[src/rtl/instr_fetch.sv]
// instr_fetch: in-order instruction fetch with credit-limited request issue, a DEPTH-entry
// instruction FIFO and redirect flush. Define FETCH_BYPASS_EN for a 0-cycle response bypass.
module instr_fetch #(
  parameter int                ADDR_W   = 32,
  parameter int                DEPTH    = 4,
  parameter logic [ADDR_W-1:0] RESET_PC = '0
) (
  input  logic              clk,
  input  logic              rst,
  output logic              imem_req_valid,
  input  logic              imem_req_ready,
  output logic [ADDR_W-1:0] imem_req_addr,
  input  logic              imem_rsp_valid,
  input  logic [31:0]       imem_rsp_data,
  input  logic              redirect_valid,
  input  logic [ADDR_W-1:0] redirect_pc,
  output logic              instr_valid,
  input  logic              instr_ready,
  output logic [31:0]       instr_word,
  output logic [ADDR_W-1:0] instr_pc
);
  localparam int                DATA_W    = 32;
  localparam int                PW        = $clog2(DEPTH);
  localparam int                CW        = $clog2(DEPTH + 1);
  localparam logic [DATA_W-1:0] NOOP_WORD = 32'hF000_0000;
  localparam logic [CW:0]       CREDITS   = (CW+1)'(DEPTH);
  localparam logic [CW-1:0]     FULL      = CW'(DEPTH);
  localparam logic [ADDR_W-1:0] PC_STEP   = ADDR_W'(4);

  function automatic logic [ADDR_W-1:0] align_pc(input logic [ADDR_W-1:0] a);
    return {a[ADDR_W-1:2], 2'b00};
  endfunction

  logic [ADDR_W-1:0] pc_p0;
  logic [ADDR_W-1:0] flight_pc_p1 [DEPTH];
  logic [PW-1:0]     flight_rd, flight_wr;
  logic [DATA_W-1:0] fifo_word_p2 [DEPTH];
  logic [ADDR_W-1:0] fifo_pc_p2   [DEPTH];
  logic [PW-1:0]     rd_ptr, wr_ptr;
  logic [CW-1:0]     count, outstanding, drop;

  logic [CW:0]       used;
  logic              req_fire, rsp_fire, rsp_live, push, pop, bypass, vld_p2;
  logic [ADDR_W-1:0] rsp_pc;
  logic              unused_redirect_lsbs;

  assign unused_redirect_lsbs = ^redirect_pc[1:0];

  // p0: request issue against the shared FIFO/in-flight credit pool
  assign used           = {1'b0, count} + {1'b0, outstanding};
  assign imem_req_valid = !rst && !redirect_valid && (used < CREDITS);
  assign imem_req_addr  = pc_p0;
  assign req_fire       = imem_req_valid && imem_req_ready;

  // p1: response capture; responses with nothing owed are stray and ignored
  assign rsp_fire = imem_rsp_valid && (outstanding != '0);
  assign rsp_live = rsp_fire && (drop == '0);
  assign rsp_pc   = flight_pc_p1[flight_rd];
  assign vld_p2   = (count != '0);

`ifdef FETCH_BYPASS_EN
  assign bypass = rsp_live && !vld_p2 && !redirect_valid;
`else
  assign bypass = 1'b0;
`endif

  assign push = rsp_live && !redirect_valid && !(bypass && instr_ready);
  assign pop  = vld_p2 && instr_ready && !redirect_valid;

  // p2: decode handoff from FIFO head, or straight from memory when bypassing
  assign instr_valid = vld_p2 || bypass;

  always_comb begin
    instr_word = NOOP_WORD;
    instr_pc   = '0;
    if (vld_p2) begin
      instr_word = fifo_word_p2[rd_ptr];
      instr_pc   = fifo_pc_p2[rd_ptr];
    end else if (bypass) begin
      instr_word = imem_rsp_data;
      instr_pc   = rsp_pc;
    end
  end

  always_ff @(posedge clk) begin
    if (rst) begin
      pc_p0       <= RESET_PC;
      flight_rd   <= '0;
      flight_wr   <= '0;
      rd_ptr      <= '0;
      wr_ptr      <= '0;
      count       <= '0;
      outstanding <= '0;
      drop        <= '0;
    end else begin
      outstanding <= outstanding + CW'(req_fire) - CW'(rsp_fire);
      if (req_fire) begin
        pc_p0     <= pc_p0 + PC_STEP;
        flight_wr <= flight_wr + PW'(1);
      end
      if (rsp_fire) flight_rd <= flight_rd + PW'(1);
      if (redirect_valid) begin
        pc_p0  <= align_pc(redirect_pc);
        rd_ptr <= '0;
        wr_ptr <= '0;
        count  <= '0;
        // outstanding already includes responses queued for discard, so this
        // covers both the carried drop and the newly stale live requests
        drop   <= outstanding - CW'(rsp_fire);
      end else begin
        if (push) wr_ptr <= wr_ptr + PW'(1);
        if (pop)  rd_ptr <= rd_ptr + PW'(1);
        count <= count + CW'(push) - CW'(pop);
        if (rsp_fire && (drop != '0)) drop <= drop - CW'(1);
      end
      assert (!(push && !pop && (count == FULL)));
      assert (used <= CREDITS);
    end
  end

  always_ff @(posedge clk) begin
    if (req_fire) flight_pc_p1[flight_wr] <= pc_p0;
    if (push) begin
      fifo_word_p2[wr_ptr] <= imem_rsp_data;
      fifo_pc_p2[wr_ptr]   <= rsp_pc;
    end
  end
endmodule

[config.mk]
export PLATFORM = sky130hd
export DESIGN_NAME = instr_fetch
export DESIGN_NICKNAME = d
export VERILOG_FILES = /design/src/rtl/instr_fetch.sv
export SDC_FILE = /design/constraint.sdc
export NUM_CORES = 1
export LEC_CHECK = 0
export ABC_AREA = 1
export CAP_MARGIN = 20
export CORE_MARGIN = 1
export CORE_UTILIZATION = 60
export CTS_BUF_LIST = sky130_fd_sc_hd__clkbuf_8
export DETAILED_ROUTE_END_ITERATION = 16
export DONT_BUFFER_PORTS = 1
export PLACE_DENSITY = 0.82
export SLEW_MARGIN = 20
export SYNTH_ARGS = -nofsm -noshare
export SYNTH_HDL_FRONTEND = slang
export SYNTH_SLANG_ARGS = --single-unit
[constraint.sdc]
create_clock -name clk -period 5.8 [get_ports clk]
set_clock_uncertainty 0.1 [all_clocks]
set_input_delay 0.87 -clock clk [delete_from_list [all_inputs] [get_ports clk]]
set_output_delay 0.87 -clock clk [all_outputs]
set_load 0.1 [all_outputs]
==> flow_results.xml <==
<?xml version="1.0" encoding="UTF-8"?>
<metrics>
  <group name="layout">
    <metric name="final_net_count" unit="">1719</metric>
    <metric name="synthToLayoutAreaGrowth" unit="%">15.4</metric>
    <metric name="n_antenna_cell" unit="">0</metric>
    <metric name="layout-drive-gt1-share" unit="">0.160</metric>
    <metric name="post_layout_nonfiller_instances" unit="">2056</metric>
    <metric name="nFillCells" unit="">1790</metric>
  </group>
  <group name="setup_path">
    <metric name="timing.critical_path.mode_cell" unit="">buf_4</metric>
    <metric name="element_type_at_the_critical_path_start" unit="">flip-flop</metric>
    <metric name="critPathCaptureType" unit="">output port</metric>
    <metric name="timing.critical_path.cells" unit="">inv_2, buf_4, buf_4, o21ai_0, a21oi_2, buf_4</metric>
    <metric name="critPathRequiredTime" unit="ns">4.83</metric>
    <metric name="critical-path-slowest-cell" unit="">dfxtp_4</metric>
    <metric name="worst-endpoint-arrival" unit="ns">3.48</metric>
    <metric name="critical_path_type" unit="">flip-flop to output port</metric>
    <metric name="cp.buffers_inverters" unit="">4</metric>
    <metric name="worst_path_dominant_cell_family" unit="">buffers and inverters</metric>
    <metric name="timing.critical_path.slowest_cell_delay" unit="ns">0.56</metric>
    <metric name="worst-path-max-fanout" unit="">70</metric>
  </group>
  <group name="detailed_routing">
    <metric name="drt_iter0_drc" unit="">1039</metric>
    <metric name="first_pass_iters" unit="">6</metric>
    <metric name="wire_per_inst" unit="um">19.1</metric>
    <metric name="detail_route.wirelength" unit="um">39400</metric>
    <metric name="ant_nets" unit="">0</metric>
    <metric name="route.detailed.vias_per_inst" unit="">5.74</metric>
    <metric name="drc" unit="">0</metric>
    <metric name="routed-via-count" unit="">11800</metric>
  </group>
  <group name="floorplanning">
    <metric name="die_h" unit="um">171</metric>
    <metric name="core_region_area" unit="sq um">28000</metric>
    <metric name="die-area" unit="sq um">29300</metric>
    <metric name="initial_core_util" unit="">0.614</metric>
    <metric name="std_cell_rows" unit="">61</metric>
    <metric name="die_w" unit="um">171</metric>
    <metric name="io_pins" unit="">168</metric>
  </group>
  <group name="placed_design">
    <metric name="placement.io_buffers" unit="">0</metric>
    <metric name="numPlacedInstances" unit="">1935</metric>
    <metric name="place_hpwl" unit="um">22800</metric>
    <metric name="place_congestion" unit="">0.926</metric>
  </group>
  <group name="flow_run">
    <metric name="drv_cap" unit="">0</metric>
  </group>
  <group name="cts">
    <metric name="cts.sinks" unit="">419</metric>
    <metric name="clock_tree.buffer_depth" unit="">3</metric>
    <metric name="postCtsHoldBufs" unit="">0</metric>
    <metric name="clock_latency_at_the_later_pin_of_the_worst_skew_pair" unit="ns">0.60</metric>
    <metric name="tritoncts.num_buffers" unit="">68</metric>
    <metric name="post-cts-setup-buffer-count" unit="">0</metric>
    <metric name="tritoncts" unit="">done</metric>
    <metric name="clkTransAtPathRegs" unit="ns">0.06</metric>
    <metric name="h-tree-depth" unit="">3</metric>
    <metric name="ctsRootBufferMaster" unit="">clkbuf_8</metric>
    <metric name="post_cts_resized" unit="">0</metric>
  </group>
  <group name="synth">
    <metric name="netlist_area" unit="sq um">17200</metric>
    <metric name="synth.avg_cell_area" unit="sq um">11.2</metric>
    <metric name="netlist_instances" unit="">1541</metric>
    <metric name="netlist-cell-type-count" unit="">35</metric>
    <metric name="synth.ff_latch_count" unit="">419</metric>
    <metric name="ys.warnings.count" unit="">0</metric>
    <metric name="synth.top_cells.by_area" unit="">edfxtp_1 64%, nor2_1 8.2%, o21ai_0 6.1%, dfxtp_1 5.9%, nand2_1 3.1%</metric>
    <metric name="yosys.area.top_type_share" unit="">0.643</metric>
    <metric name="synth_area_leader_cell" unit="">edfxtp_1</metric>
    <metric name="synth-seq-area-share" unit="">0.702</metric>
  </group>
  <group name="timing">
    <metric name="setup_tns" unit="ns">0</metric>
    <metric name="slew_headroom" unit="">0.212</metric>
    <metric name="finalCritPeriodShare" unit="">0.767</metric>
    <metric name="finalHoldViolCount" unit="">0</metric>
    <metric name="final-setup-viol-count" unit="">0</metric>
    <metric name="hold_slack" unit="ns">0.231</metric>
    <metric name="actual_transition_at_the_worst_max_transition_pin" unit="ns">1.18</metric>
    <metric name="max_freq" unit="MHz">225</metric>
    <metric name="min_period" unit="ns">4.45</metric>
    <metric name="final_max_slew_viol_count" unit="">0</metric>
    <metric name="grt_setup_unrepaired" unit="">no</metric>
  </group>
  <group name="global_route">
    <metric name="grt_start_max_net_pins" unit="">71</metric>
    <metric name="grt_first_pass_wirelength" unit="um">59400</metric>
    <metric name="grt_overflow" unit="">0</metric>
    <metric name="antenna_violations_before_repair" unit="">0</metric>
    <metric name="via_count_of_the_first_global_routing_pass" unit="">11700</metric>
    <metric name="gr-usage-all-layers" unit="">0.267</metric>
  </group>
  <group name="power">
    <metric name="power_density_relative_to_cell_area" unit="nW/um^2">354</metric>
    <metric name="ir_drop" unit="uV">306</metric>
    <metric name="leakage" unit="nW">7.01</metric>
    <metric name="p_total" unit="mW">7.03</metric>
  </group>
  <group name="hold_path">
    <metric name="hold_path.class" unit="">input pin to flip-flop</metric>
  </group>
  <group name="outcome">
    <metric name="run_status" unit="">completed</metric>
  </group>
</metrics>
-- layout by cell type (no fill, tap or decap), drive strengths merged, types with 4 or more instances in the layout --
master	count
o22ai	30
clkbuf	70
conb	4
xor2	7
edfxtp	368
o21ai	210
ha	19
nor2	379
nand2	145
clkinv	22
dfxtp	51
buf	92
bufinv	4
inv	110
nand3	44
a21oi	91
o311ai	4
-- where the power goes --
group	internal [mW]	leakage, nW	switching [mW]
registers	3.49	3.76	0.0693
logic	0.223	2.52	0.802
clock network	1.30	0.732	1.15
total	5.01	7.01	2.02
-- registers in the layout (all words and copies together) (netlist names), named ones only --
name / count
drop: 3
fifo_word_p2: 128
count: 3
wr_ptr: 2
flight_pc_p1: 120
flight_rd: 2
flight_wr: 2
fifo_pc_p2: 120
imem_req_addr: 30
outstanding: 3
rd_ptr: 2
-- Yosys cell counts (all sizes together) --
cell type / instances
o22ai: 30
a21boi: 1
nor3: 3
nand3b: 1
nand3: 44
a31oi: 3
a22oi: 1
ha: 19
nor2: 379
or2: 2
xor2: 7
a211oi: 1
buf: 22
nand4: 2
conb: 1
xnor2: 3
dfxtp: 51
nand2: 145
o311ai: 4
fa: 2
edfxtp: 368
o21ai: 210
o211ai: 3
clkbuf: 58
a21oi: 91
inv: 87
and2: 3
-- per-stage QoR --
step / instance area (sq um) / util / setup slack [ns]
floorplan: 17200 / - / 0.376
global placement: 18400 / 0.657 / 2.09
detailed placement: 18400 / 0.658 / 1.95
CTS: 19800 / 0.705 / 1.37
global route: 19800 / 0.708 / 1.16
finish: 19800 / 0.708 / 1.35
-- worst paths after layout --
| kind | start | end | slack, ns | cells after the start |
|---|---|---|---|---|
| worst max-delay path | flip-flop | instr_pc[26] | 1.35 | 6 |
| worst min-delay path | rst | imem_req_addr[29] | 0.23 | 1 |
| worst max register to register | outstanding[1] | fifo_word_p2[0][24] | 2.44 | 5 |
| worst min register to register | rd_ptr[1] | flip-flop | 0.36 | 2 |
-- metal layers --
layer	GRT usage	part of all wire
met1	0.326	0.37
met4	0.109	0.024
met3	0.0647	0.11
met5	0	0
met2	0.456	0.49
-- worst register-to-register path: stages (launching register included) --
cell and delay (ns):
dfxtp_1 0.43, inv_1 0.11, a21boi_2 0.32, nand3_1 0.53, nor2_4 1.04, buf_4 0.48
-- cell families after synthesis --
| kind of cell | after synthesis | synth area share |
|---|---|---|
| flip-flops | 419 | 0.702 |
| XOR/XNOR | 10 | 0.00509 |
| other | 1 | 0.000218 |
| AO/OA/AOI/OAI | 344 | 0.104 |
| AND/OR/NAND/NOR | 579 | 0.133 |
| buffers and inverters | 167 | 0.0389 |
| adder cells (fa/ha/maj) | 21 | 0.0162 |
-- layout make-up --
cell class | count | area, sq um | area share
Clock buffer | 68 | 936 | 0.0472
Clock inverter | 52 | 379 | 0.0191
Inverter | 87 | 327 | 0.0165
Multi-Input combinational cell | 958 | 4850 | 0.244
Sequential cell | 419 | 12100 | 0.609
Tap cell | 378 | 473 | 0.0238
Timing Repair Buffer | 94 | 796 | 0.0401
Power figures use the tool's default switching activity.
